<file path="src/rtl/mult_arb_pkg.sv">
// -----------------------------------------------------------------------------
// mult_arb_pkg
// Shared definitions for the two-requester multiplier arbiter: the default
// operand width and the arbiter FSM state encoding.
// -----------------------------------------------------------------------------
package mult_arb_pkg;

    // Default operand width; products are twice this wide.
    localparam int DEFAULT_W = 8;

    // Arbiter FSM states, fixed 2-bit encoding.
    typedef enum logic [1:0] {
        IDLE     = 2'd0,
        ISSUE    = 2'd1,
        WAIT_RES = 2'd2,
        DELIVER  = 2'd3
    } state_e;

endpackage : mult_arb_pkg

</file>
<file path="src/rtl/mult_rr_pick.sv">
// -----------------------------------------------------------------------------
// mult_rr_pick
// Combinational round-robin winner selection between two requesters.
//
// Ports:
//   valid  [1:0] in   request pending per requester
//   rr           in   favoured requester when both are valid
//   any          out  at least one requester is valid
//   winner       out  index of the selected requester (meaningful when any=1)
// -----------------------------------------------------------------------------
module mult_rr_pick (
    input  logic [1:0] valid,
    input  logic       rr,
    output logic       any,
    output logic       winner
);

    always_comb begin
        any = |valid;
        // Contention goes to the favoured side; a lone requester wins outright.
        if (&valid) begin
            winner = rr;
        end else begin
            winner = valid[1];
        end
    end

endmodule : mult_rr_pick

</file>
<file path="src/rtl/mult_arbiter.sv">
// -----------------------------------------------------------------------------
// mult_arbiter
// Shares one external multiplier between two requesters. One transaction is in
// flight at a time: grant and latch operands (IDLE), strobe the multiplier
// (ISSUE), wait for and capture its product (WAIT_RES), then hold the result
// for the owner until it is taken (DELIVER). Contention is resolved round-robin.
//
// Ports:
//   clk, reset                 clock, synchronous active-low reset
//   req<n>_valid/_a/_b         requester n operand pair and its valid
//   req<n>_ready               one-cycle accept pulse for requester n
//   rsp<n>_valid/_data         result held for requester n
//   rsp<n>_taken               requester n consumes its result
//   m_input_available          start strobe to the multiplier
//   m_a, m_b                   operands to the multiplier (latched values)
//   m_result_rdy, m_result     multiplier product and its valid
//   m_result_taken             releases the multiplier
//   grant_id                   owner of the current transaction
//   busy                       FSM is not in IDLE
// -----------------------------------------------------------------------------
module mult_arbiter
    import mult_arb_pkg::*;
#(
    parameter int W = DEFAULT_W
) (
    input  logic           clk,
    input  logic           reset,
    input  logic           req0_valid,
    input  logic [W-1:0]   req0_a,
    input  logic [W-1:0]   req0_b,
    input  logic           req1_valid,
    input  logic [W-1:0]   req1_a,
    input  logic [W-1:0]   req1_b,
    output logic           req0_ready,
    output logic           req1_ready,
    output logic           rsp0_valid,
    output logic [2*W-1:0] rsp0_data,
    output logic           rsp1_valid,
    output logic [2*W-1:0] rsp1_data,
    input  logic           rsp0_taken,
    input  logic           rsp1_taken,
    output logic           m_input_available,
    output logic [W-1:0]   m_a,
    output logic [W-1:0]   m_b,
    input  logic           m_result_rdy,
    input  logic [2*W-1:0] m_result,
    output logic           m_result_taken,
    output logic           grant_id,
    output logic           busy
);

    state_e         state_q, state_d;
    logic           rr_q, rr_d;
    logic           owner_q, owner_d;
    logic [W-1:0]   op_a_q, op_a_d;
    logic [W-1:0]   op_b_q, op_b_d;
    logic [2*W-1:0] rsp0_q, rsp0_d;
    logic [2*W-1:0] rsp1_q, rsp1_d;

    logic           pick_any;
    logic           pick_winner;

    // Raw (ungated) strobes produced by the FSM decode.
    logic           ready0_c, ready1_c;
    logic           start_c, mtaken_c;
    logic           deliver0_c, deliver1_c;

    mult_rr_pick u_pick (
        .valid  ({req1_valid, req0_valid}),
        .rr     (rr_q),
        .any    (pick_any),
        .winner (pick_winner)
    );

    // NOTE: sequential state is written only with non-blocking assignments so
    // every register samples the values of the previous cycle, race-free.
    always_ff @(posedge clk) begin
        if (!reset) begin
            state_q <= IDLE;
        end else begin
            state_q <= state_d;
        end
    end

    always_ff @(posedge clk) begin
        if (!reset) begin
            rr_q    <= 1'b0;
            owner_q <= 1'b0;
            op_a_q  <= '0;
            op_b_q  <= '0;
            rsp0_q  <= '0;
            rsp1_q  <= '0;
        end else begin
            rr_q    <= rr_d;
            owner_q <= owner_d;
            op_a_q  <= op_a_d;
            op_b_q  <= op_b_d;
            rsp0_q  <= rsp0_d;
            rsp1_q  <= rsp1_d;
        end
    end

    // NOTE: every signal driven here gets a default first, so no path through
    // the case statement can leave one unassigned and infer a latch.
    always_comb begin
        state_d    = state_q;
        rr_d       = rr_q;
        owner_d    = owner_q;
        op_a_d     = op_a_q;
        op_b_d     = op_b_q;
        rsp0_d     = rsp0_q;
        rsp1_d     = rsp1_q;
        ready0_c   = 1'b0;
        ready1_c   = 1'b0;
        start_c    = 1'b0;
        mtaken_c   = 1'b0;
        deliver0_c = 1'b0;
        deliver1_c = 1'b0;

        case (state_q)
            IDLE: begin
                if (pick_any) begin
                    owner_d  = pick_winner;
                    op_a_d   = pick_winner ? req1_a : req0_a;
                    op_b_d   = pick_winner ? req1_b : req0_b;
                    ready0_c = ~pick_winner;
                    ready1_c = pick_winner;
                    state_d  = ISSUE;
                end
            end
            ISSUE: begin
                start_c = 1'b1;
                state_d = WAIT_RES;
            end
            WAIT_RES: begin
                if (m_result_rdy) begin
                    // Release the multiplier in the same cycle the product is captured.
                    mtaken_c = 1'b1;
                    if (owner_q) begin
                        rsp1_d = m_result;
                    end else begin
                        rsp0_d = m_result;
                    end
                    state_d = DELIVER;
                end
            end
            DELIVER: begin
                deliver0_c = ~owner_q;
                deliver1_c = owner_q;
                // Only the owner's taken ends the transaction; the other is ignored.
                if (owner_q ? rsp1_taken : rsp0_taken) begin
                    rr_d    = ~owner_q;
                    state_d = IDLE;
                end
            end
            default: begin
                state_d = IDLE;
            end
        endcase
    end

    // NOTE: reset is synchronous, so the registers still hold stale values in
    // the cycle reset is first seen; gating every output with reset keeps the
    // interface quiet from that very cycle, even mid-transaction.
    assign req0_ready        = reset & ready0_c;
    assign req1_ready        = reset & ready1_c;
    assign rsp0_valid        = reset & deliver0_c;
    assign rsp1_valid        = reset & deliver1_c;
    assign rsp0_data         = reset ? rsp0_q : '0;
    assign rsp1_data         = reset ? rsp1_q : '0;
    assign m_input_available = reset & start_c;
    assign m_a               = reset ? op_a_q : '0;
    assign m_b               = reset ? op_b_q : '0;
    assign m_result_taken    = reset & mtaken_c;
    assign grant_id          = reset & owner_q;
    assign busy              = reset & (state_q != IDLE);

endmodule : mult_arbiter

</file>
<file path="config.mk">
export PLATFORM = sky130hd
export DESIGN_NAME = mult_arbiter
export DESIGN_NICKNAME = d
export VERILOG_FILES = /design/src/rtl/mult_arb_pkg.sv /design/src/rtl/mult_rr_pick.sv /design/src/rtl/mult_arbiter.sv
export SDC_FILE = /design/constraint.sdc
export NUM_CORES = 1
export LEC_CHECK = 0
export CELL_PAD_IN_SITES_DETAIL_PLACEMENT = 0
export CELL_PAD_IN_SITES_GLOBAL_PLACEMENT = 2
export CORE_UTILIZATION = 24
export CTS_CLUSTER_SIZE = 25
export DETAILED_ROUTE_END_ITERATION = 8
export GPL_ROUTABILITY_DRIVEN = 0
export HOLD_SLACK_MARGIN = 0.15
export PLACE_DENSITY_LB_ADDON = 0.1
export SLEW_MARGIN = 10
export SYNTH_ARGS = -nofsm -noshare
export SYNTH_HDL_FRONTEND = slang
export SYNTH_HIERARCHICAL = 1
export SYNTH_SLANG_ARGS = --single-unit
</file>
<file path="constraint.sdc">
create_clock -name clk -period 3.6 [get_ports clk]
set_input_delay 0.72 -clock clk [delete_from_list [all_inputs] [get_ports clk]]
set_output_delay 0.72 -clock clk [all_outputs]
set_load 0.005 [all_outputs]
</file>
== Word level (Yosys, flattened, before mapping) ==
Index checks and enable logic that the tools add are counted.
Cells by class
  bitwise operators: 10
  eq/ne operators: 6
  reductions and logical operators: 9
  multiplexer cells: 21
Operators with widths (number)
  two-way mux 16 bit: 2
  two-way mux 8 bit: 4
  two-way mux 1 bit: 11
  AND reduction 3 bit: 3
  bitwise AND 1 bit: 8
  one-hot mux 2 bit (4 select lines): 1
  two-way mux 2 bit: 3
  != test 2 bit (second input constant): 3
  AND reduction 2 bit: 3
  equality test 2 bit (second input constant): 2
  equality test 2 x 1 -> 1 bit (second input constant): 1
  logical NOT 2 bit: 1
  NOT 1 bit: 2
  nonzero test 2 bit: 1
  OR reduction 2 bit: 1
Storage, ports and cells
  register bits: 52

== Depth between registers and ports, before layout ==
  word-level depth: 6
  mapped depth: 7

== Hierarchy ==
The synthesis kept the hierarchy.
Modules (own cells, without submodules)
  mult_arbiter: times used 1, cells an instance 302, area an instance 2483.6 um^2
  mult_rr_pick: times used 1, cells an instance 3, area an instance 17.5 um^2

== Worst setup path before layout ==
OpenSTA, ideal clock, no wires.
  path kind: in2out
  start point: input port req1_valid
  end point: output port req0_ready
  stages on the path: 6
  arrival: 1505 ps
  path buffers: 2
  path slack: 1375 ps
  cell sequence: or2_1 and2_1 buf_2 buf_2 nand2_1 nor2_1
On the way
  cells in the longest elaborated chain, start to end: 6
  elaborated cells between the ends (all ways): 7
RTL lines
  start, declared: RTL line mult_arbiter.sv:31  | input logic req1_valid,
  AND reduction 2 bit: RTL line mult_rr_pick.sv:21  | if (&valid) begin
  two-way mux 1 bit: RTL line mult_rr_pick.sv:21
  NOT 1 bit: RTL line mult_arbiter.sv:126  | ready0_c = ~pick_winner;
  two-way mux 1 bit (*): RTL line mult_arbiter.sv:122  | if (pick_any) begin
  two-way mux 1 bit (*): RTL line mult_arbiter.sv:120  | case (state_q)
  bitwise AND 1 bit (*): RTL line mult_arbiter.sv:165  | assign req0_ready = reset & ready0_c;
  end, declared: RTL line mult_arbiter.sv:34  | output logic req0_ready,
Mark *: on every way between the ends. The rest lies on a longest branch, timed or not.

== Worst setup path after layout ==
  start point: input port req0_valid
  end point: output port req1_ready
On the way
  elaborated cells between the ends (all ways): 6
RTL lines
  start, declared: RTL line mult_arbiter.sv:28  | input logic req0_valid,
  OR reduction 2 bit: RTL line mult_rr_pick.sv:19  | any = |valid;
  named net pick_any: RTL line mult_arbiter.sv:60  | logic pick_any;
  two-way mux 1 bit: RTL line mult_arbiter.sv:122
  two-way mux 1 bit: RTL line mult_arbiter.sv:120
  bitwise AND 1 bit: RTL line mult_arbiter.sv:166  | assign req1_ready = reset & ready1_c;
  end, declared: RTL line mult_arbiter.sv:35  | output logic req1_ready,
The timed path passes the listed nets, and every way through them passes these cells.

==> results by stage <==
Timing:
- The maximum achievable frequency is 0.333 GHz.
- The final number of hold-violating endpoints is 0.
- The final setup skew is 0.0124 ns.
- The final period demand of the worst path is 3.01 ns.
- Summed over all failing endpoints, the final setup total negative slack is 0 ns.
- Setup repair after global routing left no endpoint under its margin.
- The final critical-path share of the clock period is 0.835.
- The worst pin sits at a relative slew slack of 0.456.
- The number of slew-limit violations in the final report is 0.
- The final setup violation count is 0.
- The transition at the pin with the smallest max-transition slack is just over 0.8 ns.

Route:
- Summed over all layers, the routed wires come to 6.60 mm.
- The final routed wire length divided by cell count is ~12 um.
- The number of violations reported at the end of detailed-routing iteration 0 is 31.
- Summing over every cut layer, the via total after detailed routing is 2234.
- The via count normalized by instance count is 4.15.
- In the routed design, unresolved DRC markers number 0.
- The count of nets left with antenna violations once routing finished came out at 0.
- The number of search-and-repair iterations in the first detailed-routing pass is 4.

Floorplanning:
- In this run the core area contains 36 standard-cell rows.
- The core region is 0.00995 mm2.
- The die is 104 um tall.
- The area of the die is 0.0108 mm2.
- For this configuration, the core starts out at a cell density of 0.251.
- The width of the die is approximately 100 um.
- During I/O placement, the number of pins put on the boundary was between 100 and 150.

Worst setup path:
- The maximum fanout encountered on the critical timing path is 4.
- Data on the critical path is required at its endpoint by 2.88 ns.
- By startpoint and endpoint, the worst setup path is classified as input port to output pin.
- Data on the critical path arrives at its endpoint at 2.29 ns.
- STA classifies the critical path endpoint as an output pin.
- The launching element type of the critical path is an input port.

Power:
- Dividing total power by cell area gives a power density of 446 mW/mm2.
- In this run the static leakage power is 1.73 nW.
- The power consumption is around 1.7 mW.
- IR analysis of the VDD net gives a maximum drop of between 0.0002 and 0.00025 V.

GRT:
- The largest net degree at the start of global routing is 94.
- The number of global-route vias before repair is 2181.
- The first global-routing pass estimated 10.8 mm of wire.
- The total congestion overflow after global routing is 0.
- The overall routing resource usage is 0.123.
- The initial antenna violation count is 0.

Yosys:
- Counting flops and latches in the post-synthesis netlist gives 52.
- Synthesis instantiated 26 different standard cells from the library.
- A synthesized cell averages between 8 and 9 um2.
- The count of mapped cells out of synthesis is 305.
- The part of the Yosys area used for sequential elements is 0.416.
- The number of warnings reported in the yosys synthesis log is 6.
- The post-synth net total is 364.
- In this run the cell area of the synthesized design comes to 0.00250 mm2.

Layout:
- At the end of the flow, the number of nets in the layout was 463.
- The share of post-route cells with drive strength above 1 is 0.0346.
- Fill cells in the final layout number 1088.
- The most common library cell in the layout ignoring fill and taps is clkdlybuf4s50_1.
- Compared with the post-synthesis result, the final layout area differs by 52.1%.
- The total inserted antenna cells is 0.
- In the layout the commonest cells are clkdlybuf4s50_1 (109), nand2_1 (70), dfxtp_1 (52).

Run:
- Across the run, the number of max-cap violations was 0.

CTS:
- The post-CTS setup buffer count is 0.
- TritonCTS built the clock tree.
- The buffer levels on the longest clock path is 2.
- The master cell of the clock root buffer is clkbuf_8.
- The clock latency of the later-clocked register in the worst-skew pair is about 0.31 ns.
- The maximum level of the CTS H-tree is 2.
- The number of hold-repair buffers added at the cts stage is 0.
- Clock-pin slew was measured on the worst setup and hold paths at 0.11 ns.
- Once the clock tree was built, the resizer swapped 0 gates to a different size.
- Counting every sink on the clock net gives 52.
- Clock tree synthesis inserted a total of 5 buffers.

Placed design:
- Summed over all nets, the half-perimeter wirelength after detailed placement is 4.58 mm.
- The total of buffers placed on input and output ports is 110.

Status:
- The flow ran to the end, and the final reports show no timing, DRC or antenna violations.

Worst hold path:
- The worst hold path belongs to the class register to register.
[metrics by stage]
stage          instance area [um2]   util  setup WS, ns  hold slack, ns  instances
6_report                      3800  0.382         0.594           0.454        538
5_1_grt                       3800  0.382         0.486           0.474        538
4_1_cts                       3800  0.382         0.564           0.457        538
3_5_place_dp                  3690  0.371         0.580           0.442        530
3_3_place_gp                  3690  0.371         0.589           0.437        530
2_1_floorplan                 2500      -          1.38           0.430        305
[synthesized netlist by cell type, drive strengths merged]
cell | instances | area [um2]
nand4 | 1 | 6.26
mux2i | 18 | 180
nor2b | 1 | 6.26
a21o | 1 | 7.51
nand2 | 70 | 263
nand3b | 1 | 7.51
o2bb2ai | 1 | 8.76
a222oi | 1 | 10.0
clkbuf | 7 | 26.3
o211a | 17 | 170
and3b | 1 | 8.76
nor2 | 18 | 67.6
a21boi | 17 | 128
dfxtp | 52 | 1040
a21oi | 17 | 85.1
nand3 | 1 | 5.00
a211o | 1 | 10.0
or2 | 1 | 6.26
inv | 21 | 78.8
buf | 15 | 91.3
and3 | 3 | 18.8
ha | 4 | 50.1
and2 | 36 | 225
[logic make-up after synthesis]
kind of cell             share of synthesized area
AO/OA/AOI/OAI                                0.168
AND/OR/NAND/NOR                              0.246
multiplexers                                0.0720
flip-flops                                   0.416
adder cells (fa/ha/maj)                     0.0200
buffers and inverters                       0.0785
[metal layers]
layer,global-route usage,wire [um],up-vias
met5,0,0,-
met4,0.0337,56,0
met3,0.0451,531,5
met2,0.209,3100,69
met1,0.144,2920,984
li1,-,-,1176
[cell type report]
class                   count  area, um2  area share
clock buffers               6       72.6      0.0191
inverters                  21       78.8      0.0207
flip-flops and latches     52       1040       0.274
repair buffers            114       1140       0.299
well taps                 133        166      0.0438
clock inverters             2       38.8      0.0102
multi-input cells         210       1270       0.333
[sequential cells by signal, summed over array words and instances, names as in the netlist]
register and count:
owner_q 1, op_a_q 8, state_q 2, rsp0_q 16
rr_q 1, rsp1_q 16, op_b_q 8
[critical path, stage by stage]
cell             delay [ns]
clkdlybuf4s50_1        0.49
or2_1                  0.16
and2_1                 0.20
and3_1                 0.19
clkdlybuf4s50_1        0.52
[report_power, final]
part | switching, mW | leakage, nW | internal, mW | total, mW
clock network | 0.208 | 0.0558 | 0.211 | 0.418
logic | 0.249 | 1.25 | 0.308 | 0.557
registers | 0.0486 | 0.424 | 0.671 | 0.719
total | 0.505 | 1.73 | 1.19 | 1.69
[path summary, 6_finish.rpt]
check,start,to,slack [ns],depth (start not counted)
max reg2reg,state_q[0],rsp1_q[5],1.79,4
max,req0_valid,req1_ready,0.59,5
min reg2reg,rsp0_q[6],rsp0_q[6],0.45,2
min,rsp0_q[6],rsp0_q[6],0.45,2
Note: power is estimated with default switching activity, not from simulation.
